### config.mk
export PLATFORM = sky130hd
export DESIGN_NAME = pipeline_hazard_ctrl
export DESIGN_NICKNAME = d
export VERILOG_FILES = /design/src/rtl/pipeline_hazard_ctrl_pkg.sv /design/src/rtl/pipeline_hazard_ctrl_forward_sel.sv /design/src/rtl/pipeline_hazard_ctrl.sv
export SDC_FILE = /design/constraint.sdc
export NUM_CORES = 1
export LEC_CHECK = 0
export ABC_AREA = 1
export CAP_MARGIN = 20
export CORE_MARGIN = 2
export CORE_UTILIZATION = 40
export CTS_CLUSTER_DIAMETER = 120
export CTS_CLUSTER_SIZE = 24
export DETAILED_ROUTE_END_ITERATION = 7
export PLACE_DENSITY_LB_ADDON = 0.2
export SKIP_LAST_GASP = 1
export SYNTH_ARGS = -nofsm -noshare
export SYNTH_HDL_FRONTEND = slang
export SYNTH_SLANG_ARGS = --single-unit
### constraint.sdc
create_clock -name clk -period 1.8 [get_ports clk]
set_input_delay 0.36 -clock clk [delete_from_list [all_inputs] [get_ports clk]]
set_output_delay 0.36 -clock clk [all_outputs]
set_load 0.01 [all_outputs]
### src/rtl/pipeline_hazard_ctrl_pkg.sv
`default_nettype none
// ============================================================================
// Package     : pipeline_pkg
// Description : Shared types and constants for the pipeline hazard controller.
//               - state_e : hazard-sequencing FSM states
//               - FWD_*   : operand forward select codes
//               - REG_PC  : register index of the PC (never forwarded)
// Revision    : 1.0 - initial release
// ============================================================================
package pipeline_pkg;

  typedef enum logic [1:0] {
    RUN      = 2'd0,
    LD_STALL = 2'd1,
    BR_FLUSH = 2'd2,
    MEM_WAIT = 2'd3
  } state_e;

  localparam logic [1:0] FWD_RF  = 2'b00;
  localparam logic [1:0] FWD_EX  = 2'b01;
  localparam logic [1:0] FWD_MEM = 2'b10;
  localparam logic [1:0] FWD_WB  = 2'b11;

  localparam logic [3:0] REG_PC = 4'hF;

endpackage
`default_nettype wire

### src/rtl/pipeline_hazard_ctrl_forward_sel.sv
`default_nettype none
// ============================================================================
// Module      : forward_sel
// Description : Combinational forward-source picker for one ID operand.
//               Nearest producing stage wins: EX > MEM > WB, else RF.
// Ports       : src        - source register index read in ID
//               src_used   - ID instruction actually reads src
//               ex_rd/ex_fwd_en, mem_rd/mem_fwd_en, wb_rd/wb_fwd_en
//                          - destination and forwardable flag per stage
//               sel        - FWD_RF / FWD_EX / FWD_MEM / FWD_WB
// Revision    : 1.0 - initial release
// ============================================================================
module forward_sel
  import pipeline_pkg::*;
(
  input  logic [3:0] src,
  input  logic       src_used,
  input  logic [3:0] ex_rd,
  input  logic       ex_fwd_en,
  input  logic [3:0] mem_rd,
  input  logic       mem_fwd_en,
  input  logic [3:0] wb_rd,
  input  logic       wb_fwd_en,
  output logic [1:0] sel
);

  always_comb begin
    sel = FWD_RF;
    // The PC is read from the PC path, never from a bypass.
    if (src_used && (src != REG_PC)) begin
      if (ex_fwd_en && (ex_rd == src)) begin
        sel = FWD_EX;
      end else if (mem_fwd_en && (mem_rd == src)) begin
        sel = FWD_MEM;
      end else if (wb_fwd_en && (wb_rd == src)) begin
        sel = FWD_WB;
      end
    end
  end

endmodule
`default_nettype wire

### src/rtl/pipeline_hazard_ctrl.sv
`default_nettype none
// ============================================================================
// Module      : pipeline_hazard_ctrl
// Description : Stall / flush / forwarding controller for the 5-stage
//               pipeline. Mealy outputs act on a hazard in the cycle it is
//               detected; the FSM only remembers what was done last cycle.
// Ports       : clk, R (sync, active-low reset)
//               id_instr, id_uses_rn, id_uses_rm    - ID operand info
//               ex/mem/wb_rd, ex/mem/wb_rf_en       - stage destinations
//               ex_load_instr, ex_branch_taken      - EX hazard sources
//               mem_access, mem_ready               - data memory handshake
//               pc_le, ifid_le, cu_bubble, ifid_flush, pipe_freeze
//               fwd_a, fwd_b                        - Rn / Rm forward selects
//               mem_timeout                         - sticky wait timeout
//               stall_count, flush_count            - saturating counters
// Revision    : 1.0 - initial release
// ============================================================================
module pipeline_hazard_ctrl
  import pipeline_pkg::*;
#(
  parameter int WAIT_MAX = 15,
  parameter int CNT_W    = 16
) (
  input  logic             clk,
  input  logic             R,
  input  logic [31:0]      id_instr,
  input  logic             id_uses_rn,
  input  logic             id_uses_rm,
  input  logic [3:0]       ex_rd,
  input  logic [3:0]       mem_rd,
  input  logic [3:0]       wb_rd,
  input  logic             ex_rf_en,
  input  logic             mem_rf_en,
  input  logic             wb_rf_en,
  input  logic             ex_load_instr,
  input  logic             ex_branch_taken,
  input  logic             mem_access,
  input  logic             mem_ready,
  output logic             pc_le,
  output logic             ifid_le,
  output logic             cu_bubble,
  output logic             ifid_flush,
  output logic             pipe_freeze,
  output logic [1:0]       fwd_a,
  output logic [1:0]       fwd_b,
  output logic             mem_timeout,
  output logic [CNT_W-1:0] stall_count,
  output logic [CNT_W-1:0] flush_count
);

  localparam int                WCNT_W     = $clog2(WAIT_MAX + 1);
  localparam logic [WCNT_W-1:0] WAIT_LIMIT = WCNT_W'(WAIT_MAX);

  state_e            state_q, state_d;
  logic [WCNT_W-1:0] wait_cnt_q, wait_cnt_d;
  logic              timeout_q, timeout_d;
  logic [CNT_W-1:0]  stall_cnt_q, stall_cnt_d;
  logic [CNT_W-1:0]  flush_cnt_q, flush_cnt_d;

  logic [3:0] w_rn;
  logic [3:0] w_rm;
  logic       w_mem_stall;
  logic       w_load_use;
  logic [1:0] w_fwd_a;
  logic [1:0] w_fwd_b;
  logic       w_unused_instr_bits;

  assign w_rn = id_instr[19:16];
  assign w_rm = id_instr[3:0];
  assign w_unused_instr_bits = ^{id_instr[31:20], id_instr[15:4]};

  assign w_mem_stall = mem_access & ~mem_ready;
  assign w_load_use  = ex_load_instr & ex_rf_en &
                       ((id_uses_rn & (ex_rd == w_rn)) |
                        (id_uses_rm & (ex_rd == w_rm)));

  // --------------------------------------------------------------------------
  // Next state, counters and Mealy control outputs
  // --------------------------------------------------------------------------
  always_comb begin
    state_d     = RUN;
    pc_le       = 1'b1;
    ifid_le     = 1'b1;
    cu_bubble   = 1'b0;
    ifid_flush  = 1'b0;
    pipe_freeze = 1'b0;
    wait_cnt_d  = '0;
    timeout_d   = timeout_q;
    stall_cnt_d = stall_cnt_q;
    flush_cnt_d = flush_cnt_q;

    if (w_mem_stall) begin
      pc_le       = 1'b0;
      ifid_le     = 1'b0;
      pipe_freeze = 1'b1;
      state_d     = MEM_WAIT;
      wait_cnt_d  = (wait_cnt_q == WAIT_LIMIT) ? wait_cnt_q
                                               : wait_cnt_q + WCNT_W'(1);
    end else if (ex_branch_taken && (state_q != BR_FLUSH)) begin
      // Squashing the ID instruction also cancels any load-use it caused.
      cu_bubble  = 1'b1;
      ifid_flush = 1'b1;
      state_d    = BR_FLUSH;
      if (flush_cnt_q != '1) begin
        flush_cnt_d = flush_cnt_q + CNT_W'(1);
      end
    end else if (w_load_use && (state_q != LD_STALL)) begin
      // One bubble suffices: next cycle the load sits in MEM and forwards.
      pc_le     = 1'b0;
      ifid_le   = 1'b0;
      cu_bubble = 1'b1;
      state_d   = LD_STALL;
      if (stall_cnt_q != '1) begin
        stall_cnt_d = stall_cnt_q + CNT_W'(1);
      end
    end

    if (wait_cnt_d == WAIT_LIMIT) begin
      timeout_d = 1'b1;
    end

    if (!R) begin
      pc_le       = 1'b0;
      ifid_le     = 1'b0;
      cu_bubble   = 1'b1;
      ifid_flush  = 1'b1;
      pipe_freeze = 1'b0;
    end
  end

  always_ff @(posedge clk) begin
    if (!R) begin
      state_q     <= RUN;
      wait_cnt_q  <= '0;
      timeout_q   <= 1'b0;
      stall_cnt_q <= '0;
      flush_cnt_q <= '0;
    end else begin
      state_q     <= state_d;
      wait_cnt_q  <= wait_cnt_d;
      timeout_q   <= timeout_d;
      stall_cnt_q <= stall_cnt_d;
      flush_cnt_q <= flush_cnt_d;
    end
  end

  // --------------------------------------------------------------------------
  // Operand forwarding; a load still in EX has no data to bypass yet.
  // --------------------------------------------------------------------------
  forward_sel u_fwd_rn (
    .src        (w_rn),
    .src_used   (id_uses_rn),
    .ex_rd      (ex_rd),
    .ex_fwd_en  (ex_rf_en & ~ex_load_instr),
    .mem_rd     (mem_rd),
    .mem_fwd_en (mem_rf_en),
    .wb_rd      (wb_rd),
    .wb_fwd_en  (wb_rf_en),
    .sel        (w_fwd_a)
  );

  forward_sel u_fwd_rm (
    .src        (w_rm),
    .src_used   (id_uses_rm),
    .ex_rd      (ex_rd),
    .ex_fwd_en  (ex_rf_en & ~ex_load_instr),
    .mem_rd     (mem_rd),
    .mem_fwd_en (mem_rf_en),
    .wb_rd      (wb_rd),
    .wb_fwd_en  (wb_rf_en),
    .sel        (w_fwd_b)
  );

  assign fwd_a       = R ? w_fwd_a : FWD_RF;
  assign fwd_b       = R ? w_fwd_b : FWD_RF;
  assign mem_timeout = timeout_q;
  assign stall_count = stall_cnt_q;
  assign flush_count = flush_cnt_q;

endmodule
`default_nettype wire

==> reports/summary.log <==
[critical_path] WP data arrival 1.42 ns
[power_and_ir_drop] Lkg Pwr 1.80 nW
[power_and_ir_drop] Flop pwr share 42.6%
[synth] number of enable flip-flop cells after synthesis 0
[synth] yosys synthesis warning count 0
[global_route] vias in the first global route 2,901
[synth] post-synth cell types 39
[timing] setup repair after global routing missed its margin yes
[global_route] layer with the highest usage after global routing met2
[flow_run] Max-cap violations 0
[power_and_ir_drop] Clock Power Share 37.2%
[worst_hold_path] Worst Hold Class in2reg
[power_and_ir_drop] net switching share of the total power 26.4%
[timing] Final Worst Setup Slack 0.0237 ns
[cts] quantity of hold-fixing buffers added after cts 0
[final_layout] area added between synthesis and finish 48.5%
[timing] Worst Max-Slew Pin Slew 0.273 ns
[cts] deepest clock path buffer count 2
[synth] register bit count reported by yosys 39
[timing] worst relative slew slack 81.6%
[floorplan] effective utilization at floorplan 41.9%
[detailed_routing] Via Count 3,084
[detailed_routing] first-pass detailed-route iteration total 4
[timing] worst hold-check slack 0.457 ns
[critical_path] Setup crit start mem_rf_en
[floorplan] die extent in y 86.0 um
[synth] netlist area before placement 2690 um2
[power_and_ir_drop] maximum vdd ir drop 0.356 mV
[detailed_routing] Starting DRT DRC Count 129
[placement] half-perimeter wire length after placement 5.68 mm
[global_route] initial antenna violation count 0
[critical_path] kind of end point of the critical path output port
[cts] H-tree depth 2
[synth] share of synthesized registers carrying an async set or reset 0%
[timing] final clock skew 0.00917 ns
[floorplan] Die X-Extent 86.0 um
[critical_path] slowest CP cell sky130_fd_sc_hd__a211oi_2
[detailed_routing] WL per Instance 11.9 um
[cts] later-pin clock latency in the skew report 0.30 ns
[critical_path] Setup Crit Path Kind in2out
[power_and_ir_drop] internal power 1.52 mW
[critical_path] CP required 1.44 ns
[placement] # port buffers 72
[detailed_routing] post-detailed-route count of antenna-violating nets 0
[final_layout] # fillers 596
[synth] predominant post-synthesis flop cell sky130_fd_sc_hd__dfxtp_1
[critical_path] internal reg-to-reg setup slack 0.15 ns
[power_and_ir_drop] fraction of power consumed by combinational cells 20.2%
[synth] most used standard cells in the synthesized netlist sky130_fd_sc_hd__nand2_1 (111), sky130_fd_sc_hd__nor2_1 (77), sky130_fd_sc_hd__inv_1 (59), sky130_fd_sc_hd__dfxtp_1 (39), sky130_fd_sc_hd__o21ai_0 (19)
[cts] clock root buffer sky130_fd_sc_hd__clkbuf_8
[cts] CTS tree built
[final_layout] share of final-layout standard cells stronger than drive strength 1 28.2%
[floorplan] core region area 6420 um2
[detailed_routing] number of design rule violations left after detail routing 0
[synth] synthesized netlist net count 492
[detailed_routing] Final Routed Wirelength 7.52 mm
[floorplan] Core Rows 29
[timing] pins over their slew limit 0
[final_layout] final-stage net count 611
[synth] post-synth top area cell sky130_fd_sc_hd__dfxtp_1
[placement] number of cells after detailed placement 614
[synth] share of Yosys cell area claimed by the top area cell type 29.0%
[critical_path] Critical Path Start Type input port
[worst_hold_path] Hold Path Cell Cnt 4
[global_route] GRT met1 Usage 26.3%
[synth] synthesized area divided by synthesized cell count 6.20 um2
[critical_path] cells along the critical path clkdlybuf4s15_1 -> o21ai_1 -> a211oi_2 -> nand3_1 -> a211oi_2 -> buf_2
[placement] Routability Congestion 0.912
[synth] dominant cells by area after synthesis sky130_fd_sc_hd__dfxtp_1 (29%), sky130_fd_sc_hd__nand2_1 (15%), sky130_fd_sc_hd__nor2_1 (11%), sky130_fd_sc_hd__inv_1 (8.2%), sky130_fd_sc_hd__nand4_2 (3.7%)
[critical_path] delay of the slowest critical-path stage 0.26 ns
[cts] post-CTS clock slew at the launch and capture registers of the worst setup and hold paths 0.08 ns
[final_layout] Layout Cells excl Fill 631
[timing] Hold Vio Cnt, Final 0
[floorplan] die outline area 7390 um2
[critical_path] top fanout value on the critical path 2
[global_route] met2 track demand over resource in global routing 35.7%
[timing] highest attainable clock frequency 563 MHz
[worst_hold_path] hold_sp R
[cts] clock buffers created by TritonCTS 5
[floorplan] number of primary I/O pins 97
[power_and_ir_drop] Power Density 519 nW/um2
[worst_hold_path] Endpoint, Worst Hold mem_timeout
[global_route] remaining global-route overflow 0
[critical_path] worst r2r dst flush_count[12]
[power_and_ir_drop] power dissipated by switching net loads 0.547 mW
[global_route] largest net degree at the start of global routing 22
[global_route] met3 usage in global routing 4.04%
[critical_path] count of buffer and inverter cells on the critical path 2
[placement] Post-Place Worst Slack -0.780 ns
[detailed_routing] via/cell ratio 4.89
[global_route] global-route wire length before repair 12.6 mm
[critical_path] library cell appearing most often on the critical path sky130_fd_sc_hd__a211oi_2
[status] run status finished clean
[synth] Gate Count Post-Synth 434
[synth] sequential element share of the synthesized area 29.0%
[cts] number of clock sinks seen by CTS 39
[timing] shortest clock period the worst path allows after layout 1.78 ns
[critical_path] Register-to-Register Path Depth 12
[global_route] Total Routing Usage GR 20.8%
[timing] count of endpoints failing setup in the final report 0
[final_layout] Diodes inserted 0
[critical_path] crit-path leading delay family compound AO/OA/AOI/OAI gates
[timing] post-route fraction of the period consumed by the critical path 98.7%
[synth] dominant cell by count in the synthesized netlist sky130_fd_sc_hd__nand2_1
[critical_path] startpoint of the worst register-to-register path state_q[0]
power by group through the flow:
stage / Sequential (mW) / Combinational (mW) / Clock, mW
2_1_floorplan: 0.901 / 0.173 / 0
3_5_place_dp: 0.899 / 0.374 / 0
6_report: 0.881 / 0.419 / 0.770
5_1_grt: 0.882 / 0.457 / 0.826
3_3_place_gp: 0.898 / 0.371 / 0
4_1_cts: 0.879 / 0.393 / 0.790
timing repair:
action | CTS | global route
buffers inserted | 10 | 0
setup endpoints to repair | 19 | 28
gates resized for setup | 123 | 63
pin swaps | 22 | 28
final cells by class:
cell class                      instances  area, um2  area share [%]
Timing Repair Buffer                  121       1000            25.1
Multi-Input combinational cell        316       1720            43.1
Clock buffer                            6       82.6            2.07
Sequential cell                        39        787            19.7
Tap cell                               77       96.3            2.41
Inverter                               70        268            6.71
Clock inverter                          2       35.0           0.877
stage by stage:
step / utilization, % / power (mW) / area, um2 / setup TNS (ns)
2_1_floorplan: - / 1.07 / 2690 / 0
5_1_grt: 62.2 / 2.16 / 3990 / -0.00874
3_5_place_dp: 58.0 / 1.27 / 3730 / -11.56
4_1_cts: 60.9 / 2.06 / 3910 / 0
6_report: 62.2 / 2.07 / 3990 / 0
3_3_place_gp: 58.0 / 1.27 / 3730 / -10.88
routing by layer:
metal | vias up | routed length [um]
li1 | 1609 | -
met1 | 1416 | 3410
met2 | 52 | 3720
met3 | 7 | 311
met4 | 0 | 78
met5 | - | 0
registers in the layout (all words and copies together), names as in the netlist:
register	flops
mem_timeout	1
wait_cnt_q	4
stall_count	16
flush_count	16
state_q	2
cells in the final DEF, fill, tap and decap left out, types with 2 or more instances in the layout:
cell,count
sky130_fd_sc_hd__dfxtp_2,5
sky130_fd_sc_hd__o21ai_0,12
sky130_fd_sc_hd__inv_2,12
sky130_fd_sc_hd__nand3_1,13
sky130_fd_sc_hd__clkbuf_2,9
sky130_fd_sc_hd__nor3_1,9
sky130_fd_sc_hd__buf_6,10
sky130_fd_sc_hd__clkbuf_8,6
sky130_fd_sc_hd__buf_4,47
sky130_fd_sc_hd__clkdlybuf4s15_1,3
sky130_fd_sc_hd__clkdlybuf4s50_1,33
sky130_fd_sc_hd__nor2_2,9
sky130_fd_sc_hd__nand4_1,6
sky130_fd_sc_hd__xor2_1,4
sky130_fd_sc_hd__a21oi_2,3
sky130_fd_sc_hd__a21oi_1,14
sky130_fd_sc_hd__nor2_1,71
sky130_fd_sc_hd__nand2_4,2
sky130_fd_sc_hd__a31oi_1,2
sky130_fd_sc_hd__a211oi_2,2
sky130_fd_sc_hd__nand2_2,5
sky130_fd_sc_hd__nand2_1,106
sky130_fd_sc_hd__dlygate4sd2_1,6
sky130_fd_sc_hd__buf_2,11
sky130_fd_sc_hd__dfxtp_1,34
sky130_fd_sc_hd__dlymetal6s2s_1,2
sky130_fd_sc_hd__nor2_4,3
sky130_fd_sc_hd__nand4_2,8
sky130_fd_sc_hd__ha_2,2
sky130_fd_sc_hd__o21bai_1,3
sky130_fd_sc_hd__inv_1,56
sky130_fd_sc_hd__inv_4,2
sky130_fd_sc_hd__o21ai_1,15
sky130_fd_sc_hd__o22ai_1,4
sky130_fd_sc_hd__nor3_2,2
sky130_fd_sc_hd__nand3_4,2
sky130_fd_sc_hd__nand3_2,3
kinds of logic (layout without fill, tap and decap cells):
kind of cell | after synthesis | after routing | synth area share [%]
flip-flops | 39 | 39 | 29.0
XOR/XNOR | 7 | 7 | 2.28
AO/OA/AOI/OAI | 60 | 60 | 12.7
AND/OR/NAND/NOR | 246 | 246 | 41.9
buffers and inverters | 79 | 199 | 12.7
adder cells (fa/ha/maj) | 3 | 3 | 1.40
worst max-delay path by stage:
stage | to | cells after the start
finish | fwd_b[1] | 6
global route | stall_count[15] | 12
CTS | ifid_le | 10
detailed placement | ifid_le | 9
global placement | ifid_le | 10
floorplan | pc_le | 10
worst reg2reg max path, delay by kind of cell, from the launching register on:
kind | cells | cell delay [ns]
buffers and inverters | 6 | 0.61
AOI/OAI and AO/OA | 2 | 0.22
and+or+nand+nor | 4 | 0.42
DFF | 1 | 0.34
Power figures use the tool's default switching activity.
